==> src/rtl/simple_rng.sv <==
// simple_rng: 32-bit Galois LFSR whose output bits are harvested into a
// NUM_BITS-wide word; a read strobe latches the word once NUM_BITS fresh
// bits have been collected since the last read, reseed or reset.
module simple_rng #(
  parameter int unsigned NUM_BITS = 32,
  parameter logic [31:0] SEED     = 32'hACE1_ACE1
) (
  input  logic                clk,
  input  logic                resetn,
  input  logic                enable,
  input  logic                dat_we,
  input  logic                dat_re,
  input  logic [NUM_BITS-1:0] dat_di,
  output logic [NUM_BITS-1:0] dat_do,
  output logic                dat_wait
);

  localparam int unsigned LFSR_W   = 32;
  localparam int unsigned CNT_W    = $clog2(NUM_BITS + 1);
  localparam int unsigned DI_EXT_W = (NUM_BITS > LFSR_W) ? NUM_BITS : LFSR_W;
  localparam logic [LFSR_W-1:0] POLY     = 32'h8020_0003;
  localparam logic [CNT_W-1:0]  CNT_FULL = CNT_W'(NUM_BITS);

  logic [LFSR_W-1:0]   lfsr_q, lfsr_d;
  logic [NUM_BITS-1:0] harvest_q, harvest_d;
  logic [CNT_W-1:0]    cnt_q, cnt_d;
  logic                ready_q, ready_d;
  logic [NUM_BITS-1:0] dat_do_q, dat_do_d;
  logic                dat_wait_q, dat_wait_d;

  logic [DI_EXT_W-1:0] di_ext;
  logic [LFSR_W-1:0]   seed_ld;
  logic [LFSR_W-1:0]   lfsr_step;
  logic                out_bit;
  logic                rd_ok;

  // Seed value: zero-extend or truncate to the LFSR width, never load zero.
  assign di_ext  = DI_EXT_W'(dat_di);
  assign seed_ld = (di_ext[LFSR_W-1:0] == '0) ? SEED : di_ext[LFSR_W-1:0];

  // One right-shifting Galois step.
  assign out_bit   = lfsr_q[0];
  assign lfsr_step = (lfsr_q >> 1) ^ (out_bit ? POLY : '0);
  assign rd_ok     = dat_re & ready_q;

  // Next-state: reseed beats read/step; a read restarts the bit count.
  always_comb begin
    lfsr_d     = lfsr_q;
    harvest_d  = harvest_q;
    cnt_d      = cnt_q;
    ready_d    = ready_q;
    dat_do_d   = dat_do_q;
    dat_wait_d = dat_wait_q;

    if (dat_we) begin
      lfsr_d    = seed_ld;
      harvest_d = '0;
      cnt_d     = '0;
      ready_d   = 1'b0;
    end else begin
      if (rd_ok) begin
        dat_do_d = harvest_q;
        cnt_d    = '0;
      end
      if (enable) begin
        lfsr_d    = lfsr_step;
        harvest_d = {harvest_q[NUM_BITS-2:0], out_bit};
        if (cnt_d != CNT_FULL) begin
          cnt_d = cnt_d + CNT_W'(1);
        end
      end
      ready_d = (cnt_d == CNT_FULL);
    end
    dat_wait_d = ~ready_d;
  end

  // State registers with synchronous reset.
  always_ff @(posedge clk) begin
    if (resetn) begin
      lfsr_q     <= SEED;
      harvest_q  <= '0;
      cnt_q      <= '0;
      ready_q    <= 1'b0;
      dat_do_q   <= '0;
      dat_wait_q <= 1'b1;
    end else begin
      lfsr_q     <= lfsr_d;
      harvest_q  <= harvest_d;
      cnt_q      <= cnt_d;
      ready_q    <= ready_d;
      dat_do_q   <= dat_do_d;
      dat_wait_q <= dat_wait_d;
    end
  end

  assign dat_do   = dat_do_q;
  assign dat_wait = dat_wait_q;

endmodule

==> config.mk <==
export PLATFORM = sky130hd
export DESIGN_NAME = simple_rng
export DESIGN_NICKNAME = d
export VERILOG_FILES = /design/src/rtl/simple_rng.sv
export SDC_FILE = /design/constraint.sdc
export NUM_CORES = 1
export LEC_CHECK = 0
export CAP_MARGIN = 20
export CORE_UTILIZATION = 25
export DETAILED_ROUTE_END_ITERATION = 10
export SETUP_SLACK_MARGIN = 0.05
export SYNTH_ARGS = -nofsm -noshare
export SYNTH_HDL_FRONTEND = slang
export SYNTH_SLANG_ARGS = --single-unit
export TNS_END_PERCENT = 5
==> constraint.sdc <==
create_clock -name clk -period 2.3 [get_ports clk]
set_input_delay 0.345 -clock clk [delete_from_list [all_inputs] [get_ports clk]]
set_output_delay 0.345 -clock clk [all_outputs]
set_load 0.005 [all_outputs]
==> report_table.html <==
<table>
<tr><th>Metric</th><th>Value</th></tr>
<tr><th colspan="2">Run status</th></tr>
<tr><td>Run status</td><td>finished clean</td></tr>
<tr><th colspan="2">Finish</th></tr>
<tr><td>Diodes inserted</td><td>0</td></tr>
<tr><td>Proportion of layout cells with a drive suffix above 1</td><td>10.1%</td></tr>
<tr><td>Area growth from synthesis to final layout</td><td>30.2%</td></tr>
<tr><td>Final layout net count</td><td>557</td></tr>
<tr><th colspan="2">Timing</th></tr>
<tr><td>Share of the clock period used by the worst path</td><td>79.7%</td></tr>
<tr><td>Highest attainable clock frequency</td><td>545 MHz</td></tr>
<tr><td>Final critical-path required period</td><td>1.83 ns</td></tr>
<tr><td>Pins over their slew limit</td><td>0</td></tr>
<tr><td>Slew at the pin with the worst max-slew slack</td><td>0.575 ns</td></tr>
<tr><td>Final setup violating endpoints</td><td>0</td></tr>
<tr><td>Hold Violations, Final</td><td>0</td></tr>
<tr><td>Worst slew margin relative to its limit</td><td>61.3%</td></tr>
<tr><td>Setup slack after layout</td><td>0.467 ns</td></tr>
<tr><td>Setup repair after global routing missed its margin</td><td>false</td></tr>
<tr><td>Layout Skew</td><td>0.00679 ns</td></tr>
<tr><td>Summed negative setup slack over all endpoints</td><td>0 ns</td></tr>
<tr><th colspan="2">Logic synthesis</th></tr>
<tr><td>Synth Instances</td><td>456</td></tr>
<tr><td>Post-synth top area cell</td><td>dfxtp_1</td></tr>
<tr><td>Synthesized net count</td><td>493</td></tr>
<tr><td>Post-synthesis sequential area ratio</td><td>50.4%</td></tr>
<tr><td>Cell with the most instances after synthesis</td><td>dfxtp_1</td></tr>
<tr><td>Most common flop cell mapped by yosys</td><td>dfxtp_1</td></tr>
<tr><td>Register bit total from synthesis</td><td>104</td></tr>
<tr><td>Warning count from the yosys run</td><td>0</td></tr>
<tr><td>Top area cells in the synthesized netlist</td><td>dfxtp_1, mux2i_1, nand2_1</td></tr>
<tr><td>Mapped cell area</td><td>4130 sq um</td></tr>
<tr><td>Count of flip-flops with a built-in enable after synthesis</td><td>0</td></tr>
<tr><td>Share of flip-flops with an asynchronous set or reset after synthesis</td><td>0%</td></tr>
<tr><td>Most instantiated cells after synthesis</td><td>dfxtp_1, nand2_1, nor2_1, mux2i_1, a21oi_1</td></tr>
<tr><td>Avg Cell Area, Syn</td><td>9.06 sq um</td></tr>
<tr><td>Share of the synthesized area in the top cell type</td><td>50.4%</td></tr>
<tr><td>Count of distinct cell types in the synthesized netlist</td><td>27</td></tr>
<tr><th colspan="2">CTS</th></tr>
<tr><td>Total number of H-tree levels</td><td>3</td></tr>
<tr><td>Count of buffers added by post-CTS timing repair for setup</td><td>0</td></tr>
<tr><td>TritonCTS buffer count</td><td>9</td></tr>
<tr><td>Clock tree from TritonCTS</td><td>built</td></tr>
<tr><td>Clock Latency Late Sink</td><td>0.34 ns</td></tr>
<tr><td>CTS sink count</td><td>104</td></tr>
<tr><td>Clk slew on worst S/H paths</td><td>0.07 ns</td></tr>
<tr><td>Post-cts resize count</td><td>0</td></tr>
<tr><td>Number of buffers on the longest clock path</td><td>2</td></tr>
<tr><td>Clock root cell</td><td>clkbuf_16</td></tr>
<tr><td>CTS hold repair buffers</td><td>0</td></tr>
<tr><th colspan="2">GRT</th></tr>
<tr><td>Remaining Overflow, GRT</td><td>0</td></tr>
<tr><td>Global-route wire length before repair</td><td>15.8 mm</td></tr>
<tr><td>Antenna violations before repair</td><td>0</td></tr>
<tr><td>Pin count of the biggest net entering global routing</td><td>33</td></tr>
<tr><td>Global-route total usage across every layer</td><td>11.9%</td></tr>
<tr><td>Number of global-route vias before repair</td><td>3,238</td></tr>
<tr><th colspan="2">Worst setup path</th></tr>
<tr><td>Critical path startpoint</td><td>dat_di[0]</td></tr>
<tr><td>Kind of start point of the critical path</td><td>primary input</td></tr>
<tr><td>Type of the worst setup path</td><td>in -&gt; reg</td></tr>
<tr><td>Reg2Reg Depth</td><td>5</td></tr>
<tr><td>Maximum fanout encountered on the critical timing path</td><td>12</td></tr>
<tr><td>Reg-to-Reg End</td><td>dat_do[3]</td></tr>
<tr><td>Reg-to-reg startpoint</td><td>ready_q</td></tr>
<tr><td>Critical path capture point type</td><td>flop</td></tr>
<tr><td>Setup slack, reg-to-reg</td><td>1.10 ns</td></tr>
<tr><td>Data arrival time of the critical path</td><td>2.13 ns</td></tr>
<tr><td>End point of the critical path</td><td>lfsr_q[21]</td></tr>
<tr><td>Data required time of the worst path</td><td>2.59 ns</td></tr>
<tr><th colspan="2">Power</th></tr>
<tr><td>Internal power of the cells</td><td>2880 uW</td></tr>
<tr><td>Sw frac</td><td>22.9%</td></tr>
<tr><td>Power per unit of standard cell area</td><td>694 nW/um^2</td></tr>
<tr><td>Sequential power share</td><td>50.0%</td></tr>
<tr><td>P_leak</td><td>0.00198 uW</td></tr>
<tr><td>Relative contribution of combinational cells to total power</td><td>7.8%</td></tr>
<tr><td>Worst ir drop on vdd</td><td>0.447 mV</td></tr>
<tr><td>Power dissipated by switching net loads</td><td>857 uW</td></tr>
<tr><td>Clock share of power</td><td>42.2%</td></tr>
<tr><th colspan="2">Placement</th></tr>
<tr><td>Port Buf Inserts</td><td>69</td></tr>
<tr><td>Detailed placement HPWL</td><td>6.61 mm</td></tr>
<tr><td>Global placement routability congestion</td><td>0.723</td></tr>
<tr><td>Post-Place Setup Slack</td><td>0.119 ns</td></tr>
<tr><th colspan="2">Drt</th></tr>
<tr><td>Routed Antenna Nets</td><td>0</td></tr>
<tr><td>Count of TritonRoute iterations in the first routing pass</td><td>4</td></tr>
<tr><td>Total via count after detailed routing</td><td>3,254</td></tr>
<tr><td>Routed wire length per instance</td><td>12.7 um</td></tr>
<tr><td>Drt via density</td><td>4.39</td></tr>
<tr><td>DRC Markers</td><td>0</td></tr>
<tr><td>1st-iter DRT viols</td><td>184</td></tr>
<tr><td>Final WL</td><td>9.40 mm</td></tr>
<tr><th colspan="2">Floorplan</th></tr>
<tr><td>Die width</td><td>131 um</td></tr>
<tr><td>Starting Density</td><td>25.8%</td></tr>
<tr><td>Chip Height</td><td>131 um</td></tr>
<tr><td>Number of standard-cell rows in the floorplan</td><td>46</td></tr>
<tr><td>Core Region</td><td>16,000 sq um</td></tr>
<tr><td>I/O Pins</td><td>70</td></tr>
<tr><td>Area of the die</td><td>17,000 sq um</td></tr>
<tr><th colspan="2">Job</th></tr>
<tr><td>Max-cap violations</td><td>0</td></tr>
<tr><th colspan="2">Min path</th></tr>
<tr><td>Classification of the worst-slack hold path</td><td>in -&gt; reg</td></tr>
<tr><td>Number of instances on the worst hold path</td><td>2</td></tr>
</table>
-- power by group through the flow --
stage / Clock, uW / Combinational, uW / Sequential [uW]
CTS: 1640 / 293 / 1870
global placement: 0 / 285 / 1910
finish: 1580 / 291 / 1870
detailed placement: 0 / 292 / 1910
global route: 1730 / 320 / 1870
floorplan: 0 / 183 / 1900
-- sequential cells by signal (all words and copies together) (netlist names) --
name	cells
dat_do	32
harvest_q	32
cnt_q	6
ready_q	1
dat_wait	1
lfsr_q	32
-- cells by family after synthesis --
| family | count (synthesis) | share of synthesized area, % |
|---|---|---|
| XOR/XNOR | 7 | 1.48 |
| buffers and inverters | 33 | 4.09 |
| multiplexers | 59 | 14.3 |
| flip-flops | 104 | 50.4 |
| AO/OA/AOI/OAI | 74 | 12.0 |
| AND/OR/NAND/NOR | 179 | 17.7 |
-- metal layers --
layer	GRT usage [%]	share of wire (%)	up-vias
li1	-	-	1679
met1	15.3	49	1497
met2	19.2	46	74
met3	3.62	4.8	4
met4	3.11	0.59	0
met5	0	0	-
-- placed cells by master (no fill, tap or decap), types with 2 or more instances in the layout --
cell | synthesis | final
buf_4 | 3 | 15
nor2_1 | 73 | 72
nand2b_1 | 4 | 4
nand2_1 | 83 | 83
nand3_1 | 4 | 4
nand4_1 | 2 | 2
o21ai_0 | 2 | 2
mux2i_1 | 59 | 59
xor2_1 | 4 | 4
clkinv_4 | 0 | 2
xnor2_1 | 3 | 3
nor4_1 | 9 | 9
o41a_2 | 15 | 15
a21oi_1 | 53 | 53
buf_12 | 0 | 2
clkdlybuf4s50_1 | 0 | 67
clkbuf_16 | 0 | 9
dfxtp_1 | 104 | 104
-- critical path: stages --
cell and delay [ns]:
clkdlybuf4s50_1 0.46, nor4_1 0.56, nand4_1 0.28, nor2_4 0.18, buf_12 0.15, o32a_2 0.14
-- final cells by class --
cell class              count  area, sq um
well taps                 216          270
clock inverters             6         75.1
fillers                  1675        10600
flip-flops and latches    104         2080
repair buffers             85          828
clock buffers              10          239
inverters                   1         3.75
multi-input cells         319         1880
-- worst min path at each step --
stage	from	endpoint	slack [ns]
after floorplan	harvest_q[31]	dat_do[31]	0.43
after global placement	dat_do[30]	dat_do[30]	0.45
after detailed placement	dat_do[2]	dat_do[2]	0.45
after CTS	resetn	lfsr_q[17]	0.34
after global routing	resetn	lfsr_q[18]	0.36
final	resetn	lfsr_q[24]	0.36
-- stage by stage --
stage / utilization [%] / instances / total power, uW / hold WS (ns) / area, sq um
6_report: 33.6 / 741 / 3740 / 0.363 / 5380
2_1_floorplan: - / 456 / 2080 / 0.431 / 4130
3_5_place_dp: 31.7 / 725 / 2200 / 0.450 / 5070
5_1_grt: 33.6 / 741 / 3920 / 0.363 / 5380
3_3_place_gp: 31.7 / 725 / 2190 / 0.446 / 5070
4_1_cts: 33.6 / 741 / 3800 / 0.345 / 5380
No activity file was read; power rests on OpenSTA's default activity.
